<file path="config.mk">
export PLATFORM = sky130hd
export DESIGN_NAME = pattern_hit_logger
export DESIGN_NICKNAME = d
export VERILOG_FILES = /design/src/rtl/pattern_hit_logger.sv
export SDC_FILE = /design/constraint.sdc
export NUM_CORES = 1
export LEC_CHECK = 0
export BUFFER_PORTS_ARGS = -buffer_cell sky130_fd_sc_hd__buf_2
export CAP_MARGIN = 20
export CORE_ASPECT_RATIO = 1.5
export CORE_MARGIN = 2
export CORE_UTILIZATION = 30
export CTS_CLUSTER_SIZE = 28
export DETAILED_ROUTE_END_ITERATION = 10
export SLEW_MARGIN = 20
export SYNTH_ARGS = -nofsm -noshare
export SYNTH_HDL_FRONTEND = slang
export SYNTH_SLANG_ARGS = --single-unit
</file>
<file path="constraint.sdc">
create_clock -name clk -period 3.31 [get_ports clk]
set_clock_uncertainty 0.1 [all_clocks]
set_input_delay 0.331 -clock clk [delete_from_list [all_inputs] [get_ports clk]]
set_output_delay 0.331 -clock clk [all_outputs]
set_load 0.005 [all_outputs]
</file>
<file path="src/rtl/pattern_hit_logger.sv">
// Counts rising edges of the pattern detector's hit line and logs a cycle
// timestamp for each into a small FIFO drained through a valid/ready port.
module pattern_hit_logger #(
    parameter int DEPTH = 8,
    parameter int TS_W  = 16,
    parameter int CNT_W = 8
) (
    input  logic                       clk,
    input  logic                       rst,
    input  logic                       clr,
    input  logic                       hit,
    input  logic                       rd_ready,
    output logic                       rd_valid,
    output logic [TS_W-1:0]            rd_data,
    output logic [CNT_W-1:0]           hit_count,
    output logic [$clog2(DEPTH):0]     fifo_level,
    output logic                       overflow
);

    localparam int AW = $clog2(DEPTH);
    localparam int LW = AW + 1;

    logic [TS_W-1:0] ts;
    logic            hit_q;
    logic [TS_W-1:0] mem [DEPTH];
    logic [AW-1:0]   wr_ptr;
    logic [AW-1:0]   rd_ptr;
    logic [LW-1:0]   level;

    logic evt;
    logic full;
    logic pop;
    logic push;

    assign evt  = hit & ~hit_q;
    assign full = (level == LW'(DEPTH));
    assign pop  = rd_valid & rd_ready;
    // A full FIFO still accepts the event when the head leaves in the same cycle.
    assign push = evt & (~full | pop);

    assign rd_valid   = (level != '0);
    assign rd_data    = rd_valid ? mem[rd_ptr] : '0;
    assign fifo_level = level;

    // NOTE: sequential state uses non-blocking assignments so every register
    // samples the pre-edge values of the others.
    always_ff @(posedge clk or posedge rst) begin
        if (rst) begin
            ts        <= '0;
            hit_q     <= 1'b0;
            hit_count <= '0;
            overflow  <= 1'b0;
            wr_ptr    <= '0;
            rd_ptr    <= '0;
            level     <= '0;
        end else begin
            hit_q <= hit;
            if (clr) begin
                ts        <= '0;
                hit_count <= '0;
                overflow  <= 1'b0;
                wr_ptr    <= '0;
                rd_ptr    <= '0;
                level     <= '0;
            end else begin
                ts <= ts + 1'b1;
                if (evt && (hit_count != '1))
                    hit_count <= hit_count + 1'b1;
                if (evt && !push)
                    overflow <= 1'b1;
                if (push)
                    wr_ptr <= wr_ptr + 1'b1;
                if (pop)
                    rd_ptr <= rd_ptr + 1'b1;
                if (push && !pop)
                    level <= level + 1'b1;
                else if (pop && !push)
                    level <= level - 1'b1;
            end
        end
    end

    // NOTE: the storage array has no reset; the level counter alone decides
    // which entries are meaningful, and rd_data is masked while empty.
    always_ff @(posedge clk) begin
        if (push && !clr)
            mem[wr_ptr] <= ts;
    end

endmodule

</file>
## Word-level counts from Yosys, hierarchy flattened

Memory sizes are Yosys's and may differ from the RTL's.
Index checks and enable logic that the tools add are counted.

| word-level totals | value |
|---|---|
| register bits | 36 |
| bits in latches | 0 |
| RAM bits | 128 |
| bits in read-only memories | 0 |
| input bits | 5 |
| output and inout bits | 30 |
| word-level logic and storage cells | 51 |
| memories | 1 |

| cells by class | value |
|---|---|
| add/sub/neg operators | 6 |
| $mul | 0 |
| divide/modulo/power cells | 0 |
| order comparisons | 0 |
| equality and inequality tests | 2 |
| shift-type cells | 0 |
| mux-type cells | 15 |
| bitwise gates (word level) | 6 |
| reductions and logical operators | 14 |

Memory list:

| name | words | bits a word | rd ports | clocked after Yosys merged registers in | write ports | RTL line | source |
|---|---|---|---|---|---|---|---|
| mem | 8 | 16 | 1 | 0 | 1 | 25 | `logic [TS_W-1:0] mem [DEPTH];` |

Operators by type and width:

| operator | number |
|---|---|
| $mux 16 | 2 |
| $add 16x1->16 const B | 1 |
| $mux 8 | 2 |
| $mux 3 | 4 |
| $mux 4 | 3 |
| $add 8x1->8 const B | 1 |
| $ne 8x8->1 const B | 1 |
| $reduce_bool 2->1 | 4 |
| $add 3x1->3 const B | 2 |
| $logic_and 1x1->1 | 5 |
| $add 4x1->4 const B | 1 |
| $eq 4x4->1 const B | 1 |
| $mux 1 | 4 |
| $reduce_bool 4->1 | 1 |
| $sub 4x1->4 const B | 1 |
| $and 1x1->1 | 3 |
| $logic_not 1->1 | 3 |
| $reduce_bool 3->1 | 1 |
| $not 1->1 | 2 |
| $or 1x1->1 | 1 |

## Logic depth before layout (Yosys ltp)

Gate-level depths: netlist of run 1.

| depth | value |
|---|---|
| depth after elaboration | 9 |
| mapped depth | 9 |
| depth with buffers taken out | 9 |

## Worst setup path before layout of run 1

No wires, ideal clock.

| timing | value |
|---|---|
| kind | register -> register |
| start point | reg level[3], in the netlist fifo_level[3] |
| end point | mem mem[1][0], enable pin |
| setup time | 0.409 ns |
| data arrival time | 2.344 ns |
| data required time | 2.801 ns |
| path slack | 0.457 ns |
| stages on the path, launching flop included | 6 |
| buffers on the path | 1 |
| clock period less this slack | 2.853 ns |
| cell sequence | dfrtp_1 > clkbuf_1 > nand2_1 > o21ai_2 > or3b_1 > nor3_1 |

| between the ends | value |
|---|---|
| word-level cells in the longest chain between the ends | 7 |
| elaborated cells on any way between the ends | 9 |
| classes of those cells | 1 x eq/ne; 2 x mux; 4 x bitwise; 2 x reduce/logical |

RTL lines:

| element | RTL line | source |
|---|---|---|
| from (decl) | 28 | `logic [LW-1:0] level;` |
| from (signal assigned) | 76 | `level <= level + 1'b1;` |
| from (signal assigned) | 78 | `level <= level - 1'b1;` |
| $reduce_bool 4->1 or $eq 4x4->1 (tied branches) | 41, 36 |  |
| $and 1x1->1 or $not 1->1 (tied branches) | 37, 39 |  |
| $or 1x1->1 (*) | 39 | `assign push = evt & (~full \| pop);` |
| $and 1x1->1 (*) | 39 |  |
| $logic_and 1x1->1 (*) | 86 | `if (push && !clr)` |
| $mux 1 (*) | 86 |  |
| $mux 1 (implied by the code) (*) | 87 | `mem[wr_ptr] <= ts;` |
| to (decl) | 25 |  |

Every way passes the cells marked *; elsewhere a longest branch is shown, timed or not.

## Final worst setup path of run 1

| timing | value |
|---|---|
| start point | reg rd_ptr[0] |
| end point | out rd_data[15] |

| between the ends | value |
|---|---|
| word-level cells in the longest chain between the ends | 2 |

RTL lines:

| element | RTL line | source |
|---|---|---|
| from (decl) | 27 | `logic [AW-1:0] rd_ptr;` |
| from (signal assigned) | 74 | `rd_ptr <= rd_ptr + 1'b1;` |
| $mem_v2 8x16 | - |  |
| $mux 16 | 42 | `assign rd_data = rd_valid ? mem[rd_ptr] : '0;` |
| to (decl) | 14 | `output logic [TS_W-1:0] rd_data,` |

Every way passes these cells.

==> results.yml, run 1 <==
power:
  irDropWorstVdd_v: 0.000371
  leakage_nw: 2.80
  power_density_nw_per_um2: 656
yosys:
  synth_cell_types: 39
  avgSynthCellArea_um2: 16.9
  mappedNetlistNets: 412
  ys_seq_area_share_pct: 70.3
  synthFlopType: "edfxtp_1"
  synth_edf_count: 128
  synth_seq_cells: 164
  syn_inst: 400
  synth-async-reset-ratio_pct: 22.0
  syn_area_um2: 6750
  ys_warn_count: 0
drt:
  viasPerCell: 4.82
  wl_um: 13100
  wl_per_cell_um: 17.7
  ant_nets: 0
  dr_total_vias: 3574
  drtIter0Drc: 217
  drc_errors: 0
  dr.pass1.iters: 4
floorplan:
  dieArea_um2: 23800
  core_area_um2: 22200
  rows: 67
  io_pins: 35
  die_w_um: 127
  die_y_um: 188
  initial_core_util_pct: 30.4
clock_tree:
  cts_hold_buffers: 2
  cts.repair.resized: 0
  root_buffer: "clkbuf_16"
  h-tree-depth: 4
  cts_tree: "done"
  postCtsSetupBuffers: 0
  path_clk_slew_ns: 0.06
  clockBufferDepth: 2
  cts-buffers-inserted: 17
  insertion_delay_ns: 0.42
  clock-sinks: 164
place:
  portBuffers: 34
  dpl_cell_area_um2: 7310
  dp_hpwl_um: 8010
  finalWeightedCongestion: 0.732
cells_and_area:
  antenna_cells: 0
  nets: 464
  final_area_um2: 7920
  area_growth_pct: 17.2
  layout-drive-gt1-share_pct: 27.5
global_route:
  grt_max_degree: 39
  grt_usage_pct: 11.6
  antenna_found_initial: 0
  grt-ovfl-total: 0
  grt_pass1_vias: 3917
  grt_pass1_wl_um: 21000
critical_path:
  endpoint_kind: "primary output"
  criticalPathCategory: "reg2out"
  worstPathArrival_ns: 2.41
  crit_slowest_cell: "dfrtp_2"
  max_stage_delay_ns: 0.76
  crit_fanout: 18
  critPathLaunchType: "flip-flop"
  crit_chain: "buf_12 -> mux4_2 -> mux2i_1 -> nor2_1 -> buf_2"
  cp.required_ns: 2.88
hold_path:
  hold_path.class: "in2reg"
timing:
  tightest_slew_ns: 0.704
  fin_tns_setup_ns: 0
  rsz0062_at_grt: "no"
  fmax_ghz: 0.352
  finalSetupViolCount: 0
  hold_viol: 0
  period_minus_slack_ns: 2.84
  min_period_over_period_pct: 85.8
  finalMaxSlewViolations: 0
  relSlewSlack_pct: 53.0
job:
  cap_violations: 0
run_status:
  status: "complete, no violations"
-- flip-flops by register name (all words and copies together), names as in the netlist --
register	cells
mem	128
ts	16
hit_count	8
fifo_level	4
rd_ptr	3
wr_ptr	3
hit_q	1
overflow	1
-- area by class of cell --
class                           count  area (um^2)
Sequential cell                   164         4750
Clock buffer                       17          425
Fill cell                        2059        14300
Clock inverter                     15          161
Multi-Input combinational cell    212         1900
Inverter                            6         22.5
Tap cell                          276          345
Timing Repair Buffer               51          315
-- layer usage --
| metal | global-route usage, % | wire length, um | part of all wire [%] |
|---|---|---|---|
| met2 | 20.4 | 7070 | 54 |
| met5 | 0 | 0 | 0 |
| met1 | 13.5 | 5400 | 41 |
| met3 | 2.62 | 430 | 3.3 |
| met4 | 4.69 | 193 | 1.5 |
-- cells by family after synthesis --
logic type / after synthesis / synth area share, %
flip-flops: 164 / 70.3
AND/OR/NAND/NOR: 110 / 7.73
XOR/XNOR: 23 / 2.98
AO/OA/AOI/OAI: 19 / 1.87
adder cells (fa/ha/maj): 7 / 1.41
multiplexers: 53 / 14.0
buffers and inverters: 24 / 1.74
-- worst max-delay path: cells and delay by family, from the launching register on --
family / cells / cell delay, ns
buffers and inverters: 2 / 0.44
flip-flops: 1 / 0.76
AND/OR/NAND/NOR: 1 / 0.07
multiplexers: 2 / 0.74
-- per-stage QoR --
step	power [W]	hold WS, ns	cells	worst slack, ns	utilization [%]
6_report	0.00519	0.193	741	0.470	35.6
5_1_grt	0.00544	0.225	741	0.276	35.6
4_1_cts	0.00527	0.176	741	0.374	35.6
3_5_place_dp	0.00338	0.353	707	0.730	32.9
3_3_place_gp	0.00335	0.365	707	0.794	32.9
2_1_floorplan	0.00306	0.262	400	0.457	-
-- cell usage in the layout (no fill, tap or decap), types with 3 or more instances in the layout --
cell type,netlist,routed
edfxtp_1,128,128
nor2_1,54,54
dfrtp_1,36,35
buf_2,7,34
mux4_2,32,32
mux2i_1,18,18
xor2_1,17,17
clkbuf_16,0,17
nand2_1,15,15
buf_4,3,14
nand3_1,13,13
or3_1,6,6
a21oi_1,6,6
xnor2_1,6,6
ha_1,6,6
nand4_1,5,5
inv_8,0,5
o21ai_0,4,4
inv_1,5,4
o211ai_1,3,3
nor3_2,1,3
nand2b_1,3,3
mux2_4,3,3
inv_6,0,3
clkinv_8,0,3
-- power by group --
| part | switching, W | internal [W] | total [W] |
|---|---|---|---|
| clock network | 0.000882 | 0.00101 | 0.00189 |
| logic | 0.000459 | 0.000488 | 0.000948 |
| registers | 0.000104 | 0.00225 | 0.00235 |
-- synth_stat cells (2+ instances only) --
cell | count | area (um^2)
ha_1 | 6 | 75.1
edfxtp_1 | 128 | 3840
mux2_4 | 3 | 45.0
nand2_1 | 15 | 56.3
nor2_1 | 54 | 203
nor2b_1 | 2 | 12.5
buf_1 | 2 | 7.51
xnor2_1 | 6 | 52.6
nand4_1 | 5 | 31.3
nand2b_1 | 3 | 18.8
nor3_1 | 4 | 20.0
nor2_4 | 2 | 22.5
o211ai_1 | 3 | 22.5
mux2i_1 | 18 | 180
xor2_1 | 17 | 149
a31oi_1 | 2 | 12.5
o21ai_0 | 4 | 20.0
a21oi_1 | 6 | 30.0
clkbuf_1 | 5 | 18.8
mux4_2 | 32 | 721
nand3_1 | 13 | 65.1
dfrtp_1 | 36 | 901
or3_1 | 6 | 37.5
buf_4 | 3 | 22.5
inv_1 | 5 | 18.8
buf_2 | 7 | 35.0
-- final timing paths --
kind	start	endpoint	slack (ns)	cells past startpoint
min in group asynchronous	rst	hit_count[2]	0.44	3
max	rd_ptr[0]	rd_data[15]	0.47	5
min	rd_ready	rd_ptr[1]	0.19	3
min reg2reg	overflow	overflow	0.42	2
max reg2reg	fifo_level[1]	fifo_level[3]	0.73	9
max in group asynchronous	rst	ts[7]	2.10	4
Power figures use the tool's default switching activity.
==> run 2: changes to the inputs <==
- CORE_ASPECT_RATIO: 1.5 -> not set
==> run 2 against run 1 <==
Compared with the run above:
- routed wire length is 2.5% lower
- total power is 3.0% higher
- hold slack better by 0.0042 ns
- sequential power hardly changed
- critical path depth is 4 higher
- core utilization is 0.56 points higher
- global-route usage hardly changed
- cell count is 0.40% higher
- worst setup slack better by 0.23 ns
- via count is 0.98% lower
==> results.yml, run 2 (synthesis gave the netlist of run 1 again) <==
clock_tree:
  cts-buffers-inserted: 17
  root_buffer: "clkbuf_16"
  insertion_delay_ns: 0.42
  h-tree-depth: 4
  clock-sinks: 164
  postCtsSetupBuffers: 0
  cts_tree: "done"
  clockBufferDepth: 2
  path_clk_slew_ns: 0.06
floorplan:
  core_area_um2: 22000
  die_y_um: 154
  die_w_um: 154
  dieArea_um2: 23700
  io_pins: 35
  initial_core_util_pct: 30.8
  rows: 54
run_status:
  status: "complete, no violations"
timing:
  min_period_over_period_pct: 78.8
  finalSetupViolCount: 0
  period_minus_slack_ns: 2.61
  fmax_ghz: 0.384
  tightest_slew_ns: 0.746
  relSlewSlack_pct: 50.2
  finalMaxSlewViolations: 0
  fin_tns_setup_ns: 0
  setup_ws_ns: 0.703
  hold_viol: 0
  rsz0062_at_grt: "no"
drt:
  ant_nets: 0
  top_layer_used: "met4"
  dr.pass1.iters: 4
  viasPerCell: 4.76
  dr_total_vias: 3539
  wl_met1_um: 5860
  drtIter0Drc: 217
  wl_per_cell_um: 17.2
  drc_errors: 0
  wl_um: 12800
  route.met3.wl_um: 473
  wl_met2_um: 6300
cells_and_area:
  mostFrequentLayoutCells: "edfxtp_1, nor2_1, dfrtp_1, buf_2, mux4_2"
  final_util_pct: 36.2
  top_register: "mem"
  nets: 464
  antenna_cells: 0
  final_common_cell: "edfxtp_1"
  area_growth_pct: 17.7
  largest_register_ff_count: 128
  reg_top3: "mem (128), ts (16), hit_count (8)"
  layout-drive-gt1-share_pct: 26.3
power:
  power.total_w: 0.00535
  p_comb_share_pct: 18.6
  irDropWorstVdd_v: 0.000318
  share_seq_of_total_power_pct: 43.3
  intPower_w: 0.00400
  netSwitchingPower_w: 0.00135
  power.share.switching_pct: 25.2
  pwr-share-clk_pct: 38.1
  power_density_nw_per_um2: 673
  leakage_nw: 2.81
place:
  dp_hpwl_um: 7860
  preCtsSetupSlack_ns: 0.689
  portBuffers: 34
  finalWeightedCongestion: 0.796
critical_path:
  crit_fanout: 6
  critPathLaunchType: "flip-flop"
  endpoint_kind: "flip-flop"
  criticalPathCategory: "reg2reg"
  cp.required_ns: 3.55
  reg2reg_depth: 9
  worstPathArrival_ns: 2.84
global_route:
  grt_pass1_vias: 3879
  grt_max_degree: 39
  grt_usage_pct: 11.6
  grt-ovfl-total: 0
  antenna_found_initial: 0
  grt_pass1_wl_um: 20900
job:
  cap_violations: 0
hold_path:
  hold_depth: 3
  hold_path.class: "in2reg"
## run 2: worst paths after layout
path,start,endpoint,slack (ns)
setup / recovery,fifo_level[1],fifo_level[3],0.70
hold / removal,rd_ready,rd_ptr[1],0.20
setup reg to reg,fifo_level[1],fifo_level[3],0.70
hold reg to reg,overflow,overflow,0.40
max in group asynchronous,rst,ts[7],1.89
min in group asynchronous,rst,hit_count[2],0.48
## run 2: timing repair
action	CTS	global route
gates resized for setup	0	0
endpoints found under the hold margin	19	0
hold buffers	2	0
## run 2: worst max-delay path: stages (launching register included)
cell and delay (ns):
dfrtp_1 0.44, or3_4 0.45, nand2_1 0.08, nand3_1 0.13, ha_1 0.34, a21oi_1 0.18, nand2_1 0.12, or3_1 0.35
a21o_1 0.18, a31oi_1 0.15
## run 2: power by group through the flow
stage	sequential [W]	combinational, W	clock (W)
floorplan	0.00233	0.000725	0
global placement	0.00235	0.00100	0
detailed placement	0.00236	0.00103	0
CTS	0.00232	0.00103	0.00209
global route	0.00233	0.00111	0.00218
finish	0.00232	0.000995	0.00204
## run 2: area by class of cell
class / instances / area [um^2]
clock buffers: 19 / 433
clock inverters: 12 / 180
fillers: 2033 / 14000
inverters: 6 / 22.5
multi-input cells: 212 / 1900
flip-flops and latches: 164 / 4750
well taps: 280 / 350
repair buffers: 51 / 315
## run 2: through the flow
stage               cell area [um^2]  hold slack (ns)  instances
finish                          7950            0.197        744
global route                    7950            0.212        744
CTS                             7950            0.174        744
detailed placement              7310            0.368        711
global placement                7310            0.363        711
floorplan                       6750            0.262        400
## run 2: per-layer routing
| layer | track usage [%] | vias up |
|---|---|---|
| li1 | - | 1626 |
| met1 | 14.8 | 1835 |
| met2 | 19.0 | 67 |
| met3 | 3.61 | 11 |
| met4 | 3.52 | 0 |
| met5 | 0 | - |
